`config.mk`:
```
export PLATFORM = sky130hd
export DESIGN_NAME = map_scroller
export DESIGN_NICKNAME = d
export VERILOG_FILES = /design/src/rtl/dino_pkg.sv /design/src/rtl/sync_edge.sv /design/src/rtl/map_scroller.sv
export SDC_FILE = /design/constraint.sdc
export NUM_CORES = 1
export LEC_CHECK = 0
export CAP_MARGIN = 20
export CORE_ASPECT_RATIO = 1.1
export CORE_UTILIZATION = 45
export DETAILED_ROUTE_END_ITERATION = 7
export PLACE_DENSITY_LB_ADDON = 0.2
export SYNTH_ARGS = -nofsm -noshare
export SYNTH_HDL_FRONTEND = slang
export SYNTH_SLANG_ARGS = --single-unit
```
`constraint.sdc`:
```
create_clock -name Clk -period 5.42 [get_ports Clk]
set_input_delay 0.542 -clock Clk [delete_from_list [all_inputs] [get_ports Clk]]
set_output_delay 0.542 -clock Clk [all_outputs]
set_load 0.03 [all_outputs]
```
`src/rtl/dino_pkg.sv`:
```
// Shared types and map geometry for the side-scrolling game datapath.
package dino_pkg;

    localparam int unsigned MAP_ROW_BYTES = 512;
    localparam int unsigned SCREEN_BYTES  = 80;
    localparam int unsigned MAX_SPEED     = 4;
    // Last legal pixel scroll position: the screen's right edge sits on the row's last byte.
    localparam int unsigned END_PIX       = (MAP_ROW_BYTES - SCREEN_BYTES) * 8;

    typedef enum logic [2:0] {
        IDLE    = 3'd0,
        RUN     = 3'd1,
        PAUSED  = 3'd2,
        CRASHED = 3'd3,
        CLEARED = 3'd4
    } game_state_t;

endpackage

```
`src/rtl/sync_edge.sv`:
```
// Two-flop synchronizer followed by a registered one-cycle rising-edge pulse.
// The pulse is only armed once a valid low has been observed after reset, so an input
// that is already high when reset releases does not produce a spurious edge.
module sync_edge (
    input  logic Clk,
    input  logic Reset,
    input  logic i_async,
    output logic o_pulse
);

    logic r_s1;
    logic r_s2;
    logic r_s3;
    logic r_v1;
    logic r_v2;
    logic r_armed;
    logic r_pulse;

    // Synchronize, track when r_s2 holds real input data, and form the edge pulse.
    always_ff @(posedge Clk) begin
        if (Reset) begin
            r_s1    <= 1'b0;
            r_s2    <= 1'b0;
            r_s3    <= 1'b0;
            r_v1    <= 1'b0;
            r_v2    <= 1'b0;
            r_armed <= 1'b0;
            r_pulse <= 1'b0;
        end else begin
            r_s1    <= i_async;
            r_s2    <= r_s1;
            r_s3    <= r_s2;
            r_v1    <= 1'b1;
            r_v2    <= r_v1;
            r_armed <= r_armed | (r_v2 & ~r_s2);
            r_pulse <= r_armed & r_s2 & ~r_s3;
        end
    end

    assign o_pulse = r_pulse;

endmodule

```
`src/rtl/map_scroller.sv`:
```
// Horizontal map scroll controller: game FSM, speed ramp and clamped pixel position.
module map_scroller
    import dino_pkg::*;
#(
    parameter int unsigned MAP_ROW_BYTES = dino_pkg::MAP_ROW_BYTES,
    parameter int unsigned SCREEN_BYTES  = dino_pkg::SCREEN_BYTES,
    parameter int unsigned MAX_SPEED     = dino_pkg::MAX_SPEED,
    parameter int unsigned RAMP_FRAMES   = 256
) (
    input  logic        Clk,
    input  logic        Reset,
    input  logic        frame_clk,
    input  logic        start,
    input  logic        pause,
    input  logic        collision,
    output logic [9:0]  shifted_x,
    output logic [2:0]  fine_x,
    output logic [2:0]  speed,
    output game_state_t game_state,
    output logic        frame_tick
);

    localparam logic [12:0] LIMIT_PIX = 13'((MAP_ROW_BYTES - SCREEN_BYTES) * 8);
    localparam logic [2:0]  SPEED_MAX = 3'(MAX_SPEED);
    localparam int unsigned RAMP_W    = (RAMP_FRAMES > 1) ? $clog2(RAMP_FRAMES) : 1;
    localparam logic [RAMP_W-1:0] RAMP_LAST = RAMP_W'(RAMP_FRAMES - 1);

    logic              w_frame_tick;
    logic              w_start_evt;
    logic              w_pause_evt;
    logic [13:0]       w_pos_sum;
    logic [12:0]       w_pos_next;
    logic [2:0]        w_speed_next;

    game_state_t       r_state;
    logic [12:0]       r_pos;
    logic [2:0]        r_speed;
    logic [RAMP_W-1:0] r_ramp;

    sync_edge u_sync_frame (
        .Clk     (Clk),
        .Reset   (Reset),
        .i_async (frame_clk),
        .o_pulse (w_frame_tick)
    );

    sync_edge u_sync_start (
        .Clk     (Clk),
        .Reset   (Reset),
        .i_async (start),
        .o_pulse (w_start_evt)
    );

    sync_edge u_sync_pause (
        .Clk     (Clk),
        .Reset   (Reset),
        .i_async (pause),
        .o_pulse (w_pause_evt)
    );

    // Clamping here keeps shifted_x inside the row for any speed/END combination.
    assign w_pos_sum    = {1'b0, r_pos} + 14'(r_speed);
    assign w_pos_next   = (w_pos_sum >= {1'b0, LIMIT_PIX}) ? LIMIT_PIX : w_pos_sum[12:0];
    assign w_speed_next = (r_speed < SPEED_MAX) ? r_speed + 3'd1 : r_speed;

    // Game FSM together with the position, speed and ramp registers it owns.
    always_ff @(posedge Clk) begin
        if (Reset) begin
            r_state <= IDLE;
            r_pos   <= '0;
            r_speed <= 3'd1;
            r_ramp  <= '0;
        end else begin
            unique case (r_state)
                IDLE: begin
                    r_pos   <= '0;
                    r_speed <= 3'd1;
                    r_ramp  <= '0;
                    if (w_start_evt) r_state <= RUN;
                end
                RUN: begin
                    // Pause beats a coincident tick; collision beats reaching the end.
                    if (w_pause_evt) begin
                        r_state <= PAUSED;
                    end else if (w_frame_tick) begin
                        if (collision) begin
                            r_state <= CRASHED;
                        end else begin
                            r_pos  <= w_pos_next;
                            r_ramp <= r_ramp + RAMP_W'(1);
                            if (r_ramp == RAMP_LAST) r_speed <= w_speed_next;
                            if (w_pos_next == LIMIT_PIX) r_state <= CLEARED;
                        end
                    end
                end
                PAUSED: begin
                    if (w_pause_evt) r_state <= RUN;
                end
                CRASHED, CLEARED: begin
                    // Restart lands in IDLE with fresh values already in place.
                    if (w_start_evt) begin
                        r_state <= IDLE;
                        r_pos   <= '0;
                        r_speed <= 3'd1;
                        r_ramp  <= '0;
                    end
                end
                default: begin
                    r_state <= IDLE;
                end
            endcase
        end
    end

    assign shifted_x  = r_pos[12:3];
    assign fine_x     = r_pos[2:0];
    assign speed      = r_speed;
    assign game_state = r_state;
    assign frame_tick = w_frame_tick;

endmodule

```
==> flow_metrics.env <==
export IMPL_status="finished clean"
export IMPL_track_usage=0.200
export IMPL_synth_edff_count=0
export IMPL_final_min_clock_period_ns=3.32
export IMPL_clk_path_buf_depth=2
export IMPL_crit_slowest_cell="a2111oi_0"
export IMPL_post_synth_num_cell_types=51
export IMPL_diodes=0
export IMPL_synthDominantCellAreaShare=0.395
export IMPL_max_slew_margin=0.462
export IMPL_htreeDepth=2
export IMPL_fmax_mhz=301
export IMPL_insertion_delay_ns=0.30
export IMPL_drive_gt1_frac=0.0584
export IMPL_crit_path_end_kind="register"
export IMPL_p_int_uw=556
export IMPL_ant_nets=0
export IMPL_crit_family="compound AO/OA/AOI/OAI gates"
export IMPL_synthesis_area_sq_um=2230
export IMPL_cp_depth=10
export IMPL_grt_pass1_wl_microns=8390
export IMPL_async_flop_share=0
export IMPL_synth_compound_area_share=0.206
export IMPL_slew_viol_final=0
export IMPL_hold_violations=0
export IMPL_cts_resized=0
export IMPL_cts_tree="done"
export IMPL_syn_inst=269
export IMPL_drv_cap=0
export IMPL_start_util=0.473
export IMPL_vias=2036
export IMPL_synth_nets=281
export IMPL_yosysWarnings=0
export IMPL_synth_area_leaders="dfxtp_1 40%, a21oi_1 4.7%, nand2_1 4.7%"
export IMPL_finClkSkew_ns=0.0157
export IMPL_core_area_sq_um=4720
export IMPL_rsz0062_at_grt="false"
export IMPL_cp_cell_sequence="ha_1, inv_1, fa_1, nand2b_1, a2111oi_0, o211a_1, o22ai_1, nor2_1, o21ai_0, a221oi_1"
export IMPL_ir_worst_vdd_v=0.000205
export IMPL_p_switching_uw=267
export IMPL_synth_seq_cells=44
export IMPL_overflow=0
export IMPL_die_w_microns=69.1
export IMPL_clock_power_share=0.324
export IMPL_hpwlAfterDp_microns=3490
export IMPL_tightest_slew_ns=0.807
export IMPL_cp_num_buf_inv=1
export IMPL_muxShareOfSynthArea=0.00954
export IMPL_combPwrFrac=0.249
export IMPL_final_nets=302
export IMPL_io_buffers=25
export IMPL_setup_viol=0
export IMPL_p_leak_nw=0.864
export IMPL_cp_max_fo=7
export IMPL_synthSimpleGateAreaFrac=0.277
export IMPL_die_h_microns=75.8
export IMPL_routed_wl_microns=5060
export IMPL_netSwitchingFraction=0.324
export IMPL_drtPass1Iterations=4
export IMPL_drc=0
export IMPL_cts_hold_buf=0
export IMPL_drtIter0Drc=176
export IMPL_cts_setup_buffers=0
export IMPL_rows=26
export IMPL_power_density_nw_per_um2=313
export IMPL_syn_mean_instance_area_sq_um=8.29
export IMPL_synth_xor_area_share=0.0275
export IMPL_critPathMaxStageDelay_ns=0.48
export IMPL_r2r_cells=10
export IMPL_min_delay_path_class="register to register"
export IMPL_ios=26
export IMPL_fillers=443
export IMPL_required_ns=5.63
export IMPL_yosysTopAreaCell="dfxtp_1"
export IMPL_areaGrowthSynthToFinish_pct=18.1
export IMPL_cts_sinks=44
export IMPL_vias_per_cell=5.87
export IMPL_critPathKind="register to register"
export IMPL_globalplace_congestion=0.885
export IMPL_fp_dieArea_sq_um=5240
export IMPL_fin_setup_tns_ns=0
export IMPL_antenna_found_initial=0
export IMPL_numCtsBuffers=5
export IMPL_arrival_ns=3.53
export IMPL_whs_path_depth=1
export IMPL_grt_pass1_vias=1826
export IMPL_p_seq_frac=0.427
export IMPL_grt_max_degree=34
export IMPL_wl_per_cell_microns=14.6
export IMPL_clockRootBuffer="clkbuf_8"
export IMPL_synth_top_family_by_area="simple AND/OR/NAND/NOR gates"
export IMPL_holdWs_ns=0.393
export IMPL_start_kind="register"
export IMPL_clkTransAtPathRegs_ns=0.09
export IMPL_min_period_over_period=0.613
export IMPL_synth_main_ff_cell="dfxtp_1"
export IMPL_yosysSeqAreaShare=0.395
export IMPL_synth_adder_area_share=0.0370
-- cell usage after synthesis, types with 6 or more instances --
master	instances
nand3_1	8
clkbuf_1	9
nor3_1	7
dfxtp_1	44
nand2b_1	6
nand2_1	28
nor2b_1	8
inv_1	14
or3_1	9
nor2_1	21
a21oi_1	21
o21ai_0	10
a21o_1	6
-- metal layers --
metal  GRT usage  vias to the layer above  wire length, microns
li1            -                     1015                     -
met1       0.242                      961                  2300
met2       0.362                       51                  2470
met3      0.0384                        9                   202
met4      0.0635                        0                    82
met5           0                        -                     0
-- worst paths after layout --
check | slack, ns | endpoint | start
setup / recovery | 2.10 | r_pos[7] | speed[0]
hold / removal | 0.39 | u_sync_pause.o_pulse | u_sync_pause.r_s3
setup reg to reg | 2.10 | r_pos[7] | speed[0]
hold reg to reg | 0.39 | u_sync_pause.o_pulse | u_sync_pause.r_s3
-- cell type report --
cell class / count / area [sq um] / area share
timing repair buffer: 27 / 265 / 0.101
multi-input combinational: 198 / 1240 / 0.472
clock buffer: 6 / 82.6 / 0.0314
tap: 56 / 70.1 / 0.0266
inverter: 14 / 52.6 / 0.0200
sequential: 44 / 881 / 0.335
clock inverter: 2 / 38.8 / 0.0147
-- metrics by stage --
step / utilization / cells / setup WS (ns) / cell area [sq um] / power, mW
6_report: 0.558 / 347 / 2.10 / 2630 / 0.823
4_1_cts: 0.558 / 347 / 2.11 / 2630 / 0.831
5_1_grt: 0.558 / 347 / 1.81 / 2630 / 0.867
3_5_place_dp: 0.532 / 339 / 2.14 / 2510 / 0.565
2_1_floorplan: - / 269 / 2.44 / 2230 / 0.502
3_3_place_gp: 0.532 / 339 / 2.22 / 2510 / 0.564
-- power by group through the flow --
stage	Sequential (mW)	Combinational [mW]	Clock, mW
floorplan	0.363	0.139	0
global placement	0.359	0.205	0
detailed placement	0.359	0.205	0
CTS	0.352	0.207	0.272
global route	0.354	0.231	0.282
finish	0.351	0.205	0.267
-- kinds of logic after synthesis --
logic type,after synthesis
fa+ha+maj,6
simple gates,114
buf+inv,27
flops,44
compound gates,69
xor+xnor,7
mux,2
-- worst reg2reg max path, delay by kind of cell, from the launching register on --
| kind | cells | cell delay (ns) |
|---|---|---|
| compound gates | 5 | 1.33 |
| fa+ha+maj | 2 | 0.71 |
| buf+inv | 1 | 0.07 |
| flops | 1 | 0.43 |
| simple gates | 2 | 0.68 |
-- cell usage in the layout, fill, tap and decap left out, types with 4 or more instances in the layout --
| master | netlist | routed |
|---|---|---|
| a211oi_1 | 4 | 4 |
| a21o_1 | 6 | 6 |
| a21oi_1 | 21 | 21 |
| clkbuf_8 | 0 | 6 |
| clkdlybuf4s50_1 | 0 | 25 |
| dfxtp_1 | 44 | 44 |
| ha_1 | 5 | 5 |
| inv_1 | 14 | 14 |
| nand2_1 | 28 | 28 |
| nand2b_1 | 6 | 6 |
| nand3_1 | 8 | 8 |
| nand4_1 | 5 | 5 |
| nor2_1 | 21 | 21 |
| nor2b_1 | 8 | 8 |
| nor3_1 | 7 | 7 |
| nor4_1 | 4 | 4 |
| o21ai_0 | 10 | 10 |
| or3_1 | 9 | 9 |
| xor2_1 | 4 | 4 |
-- flip-flops by register name, summed over array words and instances, names as in the netlist --
signal / count
u_sync_start.r_s1: 1
u_sync_start.r_armed: 1
r_ramp: 8
u_sync_pause.r_s1: 1
u_sync_frame.r_s3: 1
u_sync_start.o_pulse: 1
r_pos: 13
u_sync_pause.r_s2: 1
u_sync_start.r_s2: 1
u_sync_pause.r_armed: 1
u_sync_pause.r_v2: 1
game_state: 3
u_sync_pause.o_pulse: 1
u_sync_start.r_s3: 1
u_sync_frame.r_s2: 1
u_sync_frame.r_armed: 1
u_sync_pause.r_v1: 1
u_sync_frame.o_pulse: 1
speed: 3
u_sync_pause.r_s3: 1
u_sync_frame.r_s1: 1
No activity file was read; power rests on OpenSTA's default activity.
